`src/rtl/reset_seq_pkg.sv`:
```
// Shared types and sizing helpers for the reset sequencer.
// The RS_DRAIN state is only reachable when RESET_SEQ_DRAIN_EN is defined.
package reset_seq_pkg;

    typedef enum logic [1:0] {RS_ASSERT, RS_RELEASE, RS_RUN, RS_DRAIN} reset_seq_state_t;

    // One counter serves every state, so it must hold the largest terminal count.
    function automatic int cntWidth(input int hold, input int stage, input int drain);
        int m;
        m = hold;
        if (stage > m) m = stage;
        if (drain > m) m = drain;
        return $clog2(m + 1);
    endfunction

endpackage

```
`src/rtl/reset_sequencer.sv`:
```
// Holds all reset domains asserted, then releases them one by one at fixed intervals.
// Define RESET_SEQ_DRAIN_EN to add a drain handshake before a soft restart from RUN.
module reset_sequencer
    import reset_seq_pkg::*;
#(
    parameter int N             = 1,
    parameter int HOLD_CYCLES   = 16,
    parameter int STAGE_DELAY   = 4,
    parameter int DRAIN_TIMEOUT = 64
) (
    input  logic         clk,
    input  logic         resetn,
    input  logic         soft_req,
    output logic [N-1:0] reset_o,
    output logic         ready
`ifdef RESET_SEQ_DRAIN_EN
    ,
    output logic         drain_req,
    input  logic         drain_ack
`endif
);

    localparam int CNT_W = cntWidth(HOLD_CYCLES, STAGE_DELAY, DRAIN_TIMEOUT);
    localparam int IDX_W = (N > 1) ? $clog2(N) : 1;

    reset_seq_state_t   state_q, state_d;
    logic [CNT_W-1:0]   cnt_q, cnt_d;
    logic [IDX_W-1:0]   idx_q, idx_d;
    logic [N-1:0]       reset_q, reset_d;
    logic               ready_q, ready_d;
    logic               restart;
`ifdef RESET_SEQ_DRAIN_EN
    logic               drainReq_q, drainReq_d;
`endif

    always_ff @(posedge clk) begin
        if (!resetn) begin
            state_q    <= RS_ASSERT;
            cnt_q      <= '0;
            idx_q      <= '0;
            reset_q    <= '1;
            ready_q    <= 1'b0;
`ifdef RESET_SEQ_DRAIN_EN
            drainReq_q <= 1'b0;
`endif
        end else begin
            state_q    <= state_d;
            cnt_q      <= cnt_d;
            idx_q      <= idx_d;
            reset_q    <= reset_d;
            ready_q    <= ready_d;
`ifdef RESET_SEQ_DRAIN_EN
            drainReq_q <= drainReq_d;
`endif
        end
    end

    always_comb begin
        state_d    = state_q;
        cnt_d      = cnt_q;
        idx_d      = idx_q;
        reset_d    = reset_q;
        ready_d    = ready_q;
        restart    = 1'b0;
`ifdef RESET_SEQ_DRAIN_EN
        drainReq_d = drainReq_q;
`endif
        case (state_q)
            RS_ASSERT: begin
                if (soft_req) begin
                    cnt_d = '0;
                end else if (cnt_q == CNT_W'(HOLD_CYCLES - 1)) begin
                    reset_d[0] = 1'b0;
                    idx_d      = IDX_W'(1);
                    cnt_d      = '0;
                    if (N == 1) begin
                        state_d = RS_RUN;
                        ready_d = 1'b1;
                    end else begin
                        state_d = RS_RELEASE;
                    end
                end else begin
                    cnt_d = cnt_q + CNT_W'(1);
                end
            end
            RS_RELEASE: begin
                if (soft_req) begin
                    restart = 1'b1;
                end else if (cnt_q == CNT_W'(STAGE_DELAY - 1)) begin
                    reset_d[idx_q] = 1'b0;
                    cnt_d          = '0;
                    idx_d          = idx_q + IDX_W'(1);
                    if (idx_q == IDX_W'(N - 1)) begin
                        state_d = RS_RUN;
                        ready_d = 1'b1;
                    end
                end else begin
                    cnt_d = cnt_q + CNT_W'(1);
                end
            end
            RS_RUN: begin
                if (soft_req) begin
`ifdef RESET_SEQ_DRAIN_EN
                    state_d    = RS_DRAIN;
                    drainReq_d = 1'b1;
                    cnt_d      = '0;
`else
                    restart = 1'b1;
`endif
                end
            end
            default: begin
`ifdef RESET_SEQ_DRAIN_EN
                // Outputs stay as in RUN while clients quiesce; soft_req is ignored here.
                if (drain_ack || (cnt_q == CNT_W'(DRAIN_TIMEOUT - 1))) begin
                    restart = 1'b1;
                end else begin
                    cnt_d = cnt_q + CNT_W'(1);
                end
`else
                restart = 1'b1;
`endif
            end
        endcase

        if (restart) begin
            state_d    = RS_ASSERT;
            cnt_d      = '0;
            idx_d      = '0;
            reset_d    = '1;
            ready_d    = 1'b0;
`ifdef RESET_SEQ_DRAIN_EN
            drainReq_d = 1'b0;
`endif
        end
    end

    assign reset_o = reset_q;
    assign ready   = ready_q;
`ifdef RESET_SEQ_DRAIN_EN
    assign drain_req = drainReq_q;
`endif

endmodule

```
`config.mk`:
```
export PLATFORM = sky130hd
export DESIGN_NAME = reset_sequencer
export DESIGN_NICKNAME = d
export VERILOG_FILES = /design/src/rtl/reset_seq_pkg.sv /design/src/rtl/reset_sequencer.sv
export SDC_FILE = /design/constraint.sdc
export NUM_CORES = 1
export LEC_CHECK = 0
export ABC_AREA = 1
export CORE_AREA = 3 3 40 42
export DETAILED_ROUTE_END_ITERATION = 6
export DIE_AREA = 0 0 43 45
export GPL_ROUTABILITY_DRIVEN = 1
export PLACE_DENSITY = 0.54
export SETUP_SLACK_MARGIN = 0.3
export SLEW_MARGIN = 20
export SYNTH_ARGS = -nofsm -noshare
export SYNTH_HDL_FRONTEND = slang
export SYNTH_SLANG_ARGS = --single-unit
export TNS_END_PERCENT = 20
```
`constraint.sdc`:
```
create_clock -name clk -period 1.3 [get_ports clk]
set_input_delay 0.195 -clock clk [delete_from_list [all_inputs] [get_ports clk]]
set_output_delay 0.195 -clock clk [all_outputs]
set_load 0.01 [all_outputs]
```
==> impl_metrics.py <==
metrics = {
    "run_status": {
        "outcome": "complete, no violations",
    },
    "yosys": {
        "synth.distinct_cells": 15,
        "syn_area_per_cell_um2": 6.83,
        "ys_seq_area_share_pct": 39.3,
        "syn-num-nets": 71,
        "yosysWarnings": 0,
        "synth-seq-cells": 9,
        "netlist_instances": 67,
        "netlist_area_um2": 458,
    },
    "sta": {
        "clock.fmax_mhz": 929,
        "rsz0062_at_grt": "yes",
        "finClkSkew_ns": 0.0116,
        "tns_ns": 0,
        "hold_viol_final": 0,
        "drv_slew": 0,
        "finalCritPeriodShare_pct": 82.8,
        "setup_viol": 0,
        "relSlewSlack_pct": 86.6,
        "tightest_slew_ns": 0.201,
        "period_minus_slack_ns": 1.08,
    },
    "drt": {
        "drc": 0,
        "drt-vias-per-instance": 4.81,
        "dr.pass1.iters": 4,
        "detail_route.wl_per_cell_um": 10.4,
        "drtIter0Drc": 3,
        "wl_um": 977,
        "via_count": 452,
        "drtAntennaViolNets": 0,
    },
    "flow_run": {
        "cap_violations": 0,
    },
    "power_and_ir_drop": {
        "powerDensity_mw_per_mm2": 880,
        "power_leakage_nw": 0.240,
        "ir_worst_vdd_mv": 0.633,
    },
    "worst_setup_path": {
        "end_kind": "register",
        "reg2reg_depth": 6,
        "crit_path_max_fanout": 3,
        "reg2reg_slack_ns": 0.22,
        "reg2reg_to": "cnt_q[4]$_SDFFE_PP0N_",
        "cp.arrival_ns": 1.25,
        "worstSetupPathType": "register to register",
        "setup.worst_path.start_class": "register",
        "cpPeakStageDelay_ns": 0.35,
        "cp_num_buf_inv": 0,
        "critPathSlowestCell": "dfxtp_4",
        "r2r_start": "cnt_q[1]$_SDFFE_PP0N_",
        "critical_path_required_ns": 1.47,
        "cp_cell_sequence": "ha_4, nand2_2, nor2_2, nand4_1, nand3_1, nor2_1",
        "crit_family": "simple AND/OR/NAND/NOR gates",
    },
    "global_routing": {
        "grt_pass1_vias": 423,
        "grt_pass1_wl_um": 1640,
        "track_usage_pct": 11.8,
        "grt_max_degree": 7,
        "antenna_found_initial": 0,
        "grt_overflow": 0,
    },
    "die": {
        "num_rows": 13,
        "num_io_pins": 5,
        "die_height_um": 45,
        "die_w_um": 43,
        "start_util_pct": 35.6,
        "die_area_mm2": 0.00194,
        "fp.coreArea_mm2": 0.00128,
    },
    "place": {
        "dp_hpwl_um": 721,
        "place_area_um2": 553,
        "placement.io_buffers": 4,
        "gp_congestion": 0.718,
    },
    "finish": {
        "syn2layout_area_growth_pct": 36.1,
        "antenna_cells": 0,
        "fillers": 129,
        "drive_gt1_share_pct": 31.6,
        "nNetsFinal": 84,
        "stdcell_area_um2": 623,
    },
    "clock_tree": {
        "cts_made_buffers": 3,
        "clkLatencyLatePin_ns": 0.27,
        "ctsHtreeMaxLevel": 1,
        "clock_sinks": 9,
        "cts_buffer_depth": 2,
        "clk_pin_slew_ns": 0.07,
        "cts_root_buffer": "clkbuf_4",
        "cts_tree": "done",
        "ctsHoldBuffers": 0,
    },
    "hold_path": {
        "whs_endpoint": "reset_o$_SDFFE_PP1P_",
        "hold_start": "reset_o$_SDFFE_PP1P_",
        "hold_class": "register to register",
        "hold_depth": 2,
    },
}
-- sequential cells by signal (all words and copies together), names as in the netlist --
name / flops
reset_o: 1
ready: 1
cnt_q: 7
-- power by group --
part	leakage [nW]	total (W)	switching, W	internal [W]
clock	0.0150	0.000222	0.000103	0.000118
sequential	0.0749	0.000284	0.00000427	0.000280
combinational	0.150	0.0000428	0.0000218	0.0000210
total	0.240	0.000548	0.000129	0.000419
-- synthesized netlist by cell type, drive strengths merged --
library cell | n | area share (%)
nand2 | 17 | 14
inv | 11 | 9.0
nor2 | 10 | 8.7
dfxtp | 9 | 39
a21oi | 7 | 8.5
nand3 | 6 | 6.6
nand4 | 2 | 2.7
o21ai | 2 | 4.6
ha | 1 | 2.7
nor3 | 1 | 2.2
o21bai | 1 | 1.6
-- cells in the final DEF (no fill, tap or decap), drive strengths merged --
master,n
o21bai,1
ha,1
clkbuf,4
buf,4
dfxtp,9
nand4,2
nand3,6
inv,11
nor3,1
o21ai,2
nand2,17
nor2,10
clkdlybuf4s50,2
dlygate4sd2,1
clkdlybuf4s15,1
a21oi,7
-- worst max path at each step --
stage	start	end	slack, ns	depth (start not counted)
floorplan	cnt_q[1]$_SDFFE_PP0N_	cnt_q[6]$_SDFFE_PP0N_	0.30	6
global placement	soft_req	cnt_q[4]$_SDFFE_PP0N_	0.03	6
detailed placement	soft_req	cnt_q[4]$_SDFFE_PP0N_	0.03	6
CTS	cnt_q[0]$_SDFFE_PP0N_	cnt_q[4]$_SDFFE_PP0N_	0.23	6
global route	cnt_q[1]$_SDFFE_PP0N_	cnt_q[6]$_SDFFE_PP0N_	0.16	6
finish	cnt_q[1]$_SDFFE_PP0N_	cnt_q[4]$_SDFFE_PP0N_	0.22	6
-- kinds of logic (layout without fill, tap and decap cells) --
kind of cell | Yosys count | count (layout) | share of synthesized area (%)
AND/OR/NAND/NOR | 36 | 36 | 34.2
AO/OA/AOI/OAI | 10 | 10 | 14.8
flip-flops | 9 | 9 | 39.3
buffers and inverters | 11 | 23 | 9.02
adder cells (fa/ha/maj) | 1 | 1 | 2.73
-- through the flow --
stage | total power, W | worst slack (ns) | hold WS (ns) | utilization [%] | instances
2_1_floorplan | 0.000314 | 0.297 | 0.345 | - | 67
3_3_place_gp | 0.000328 | 0.0337 | 0.448 | 43.0 | 87
3_5_place_dp | 0.000328 | 0.0288 | 0.436 | 43.0 | 87
4_1_cts | 0.000559 | 0.232 | 0.448 | 47.3 | 94
5_1_grt | 0.000574 | 0.156 | 0.466 | 48.5 | 94
6_report | 0.000548 | 0.223 | 0.443 | 48.5 | 94
-- final cells by class --
type / count / area [um2] / area share (%)
clock buffers: 4 / 26.3 / 4.22
well taps: 15 / 18.8 / 3.01
multi-input cells: 47 / 280 / 45.0
inverters: 11 / 41.3 / 6.63
flip-flops and latches: 9 / 188 / 30.1
repair buffers: 8 / 68.8 / 11.0
-- tightest hold or removal path, delay by kind of cell (launching register included) --
kind             cells  cell delay (ns)
AND/OR/NAND/NOR      2             0.10
flip-flops           1             0.32
-- layer usage --
layer | global-route usage (%) | part of all wire (%) | vias up | wire (um)
li1 | - | - | 238 | -
met5 | 0 | 0 | - | 0
met1 | 13.5 | 50 | 203 | 484
met2 | 17.7 | 44 | 7 | 429
met3 | 2.39 | 3.2 | 4 | 31
met4 | 12.7 | 3.2 | 0 | 31
-- repair_timing --
| action | CTS | global route |
|---|---|---|
| pin swaps | 5 | 5 |
| buffers inserted | 3 | 0 |
| setup endpoints to repair | 8 | 10 |
| cloned | 0 | 0 |
| resized for setup | 6 | 4 |
Power figures use the tool's default switching activity.
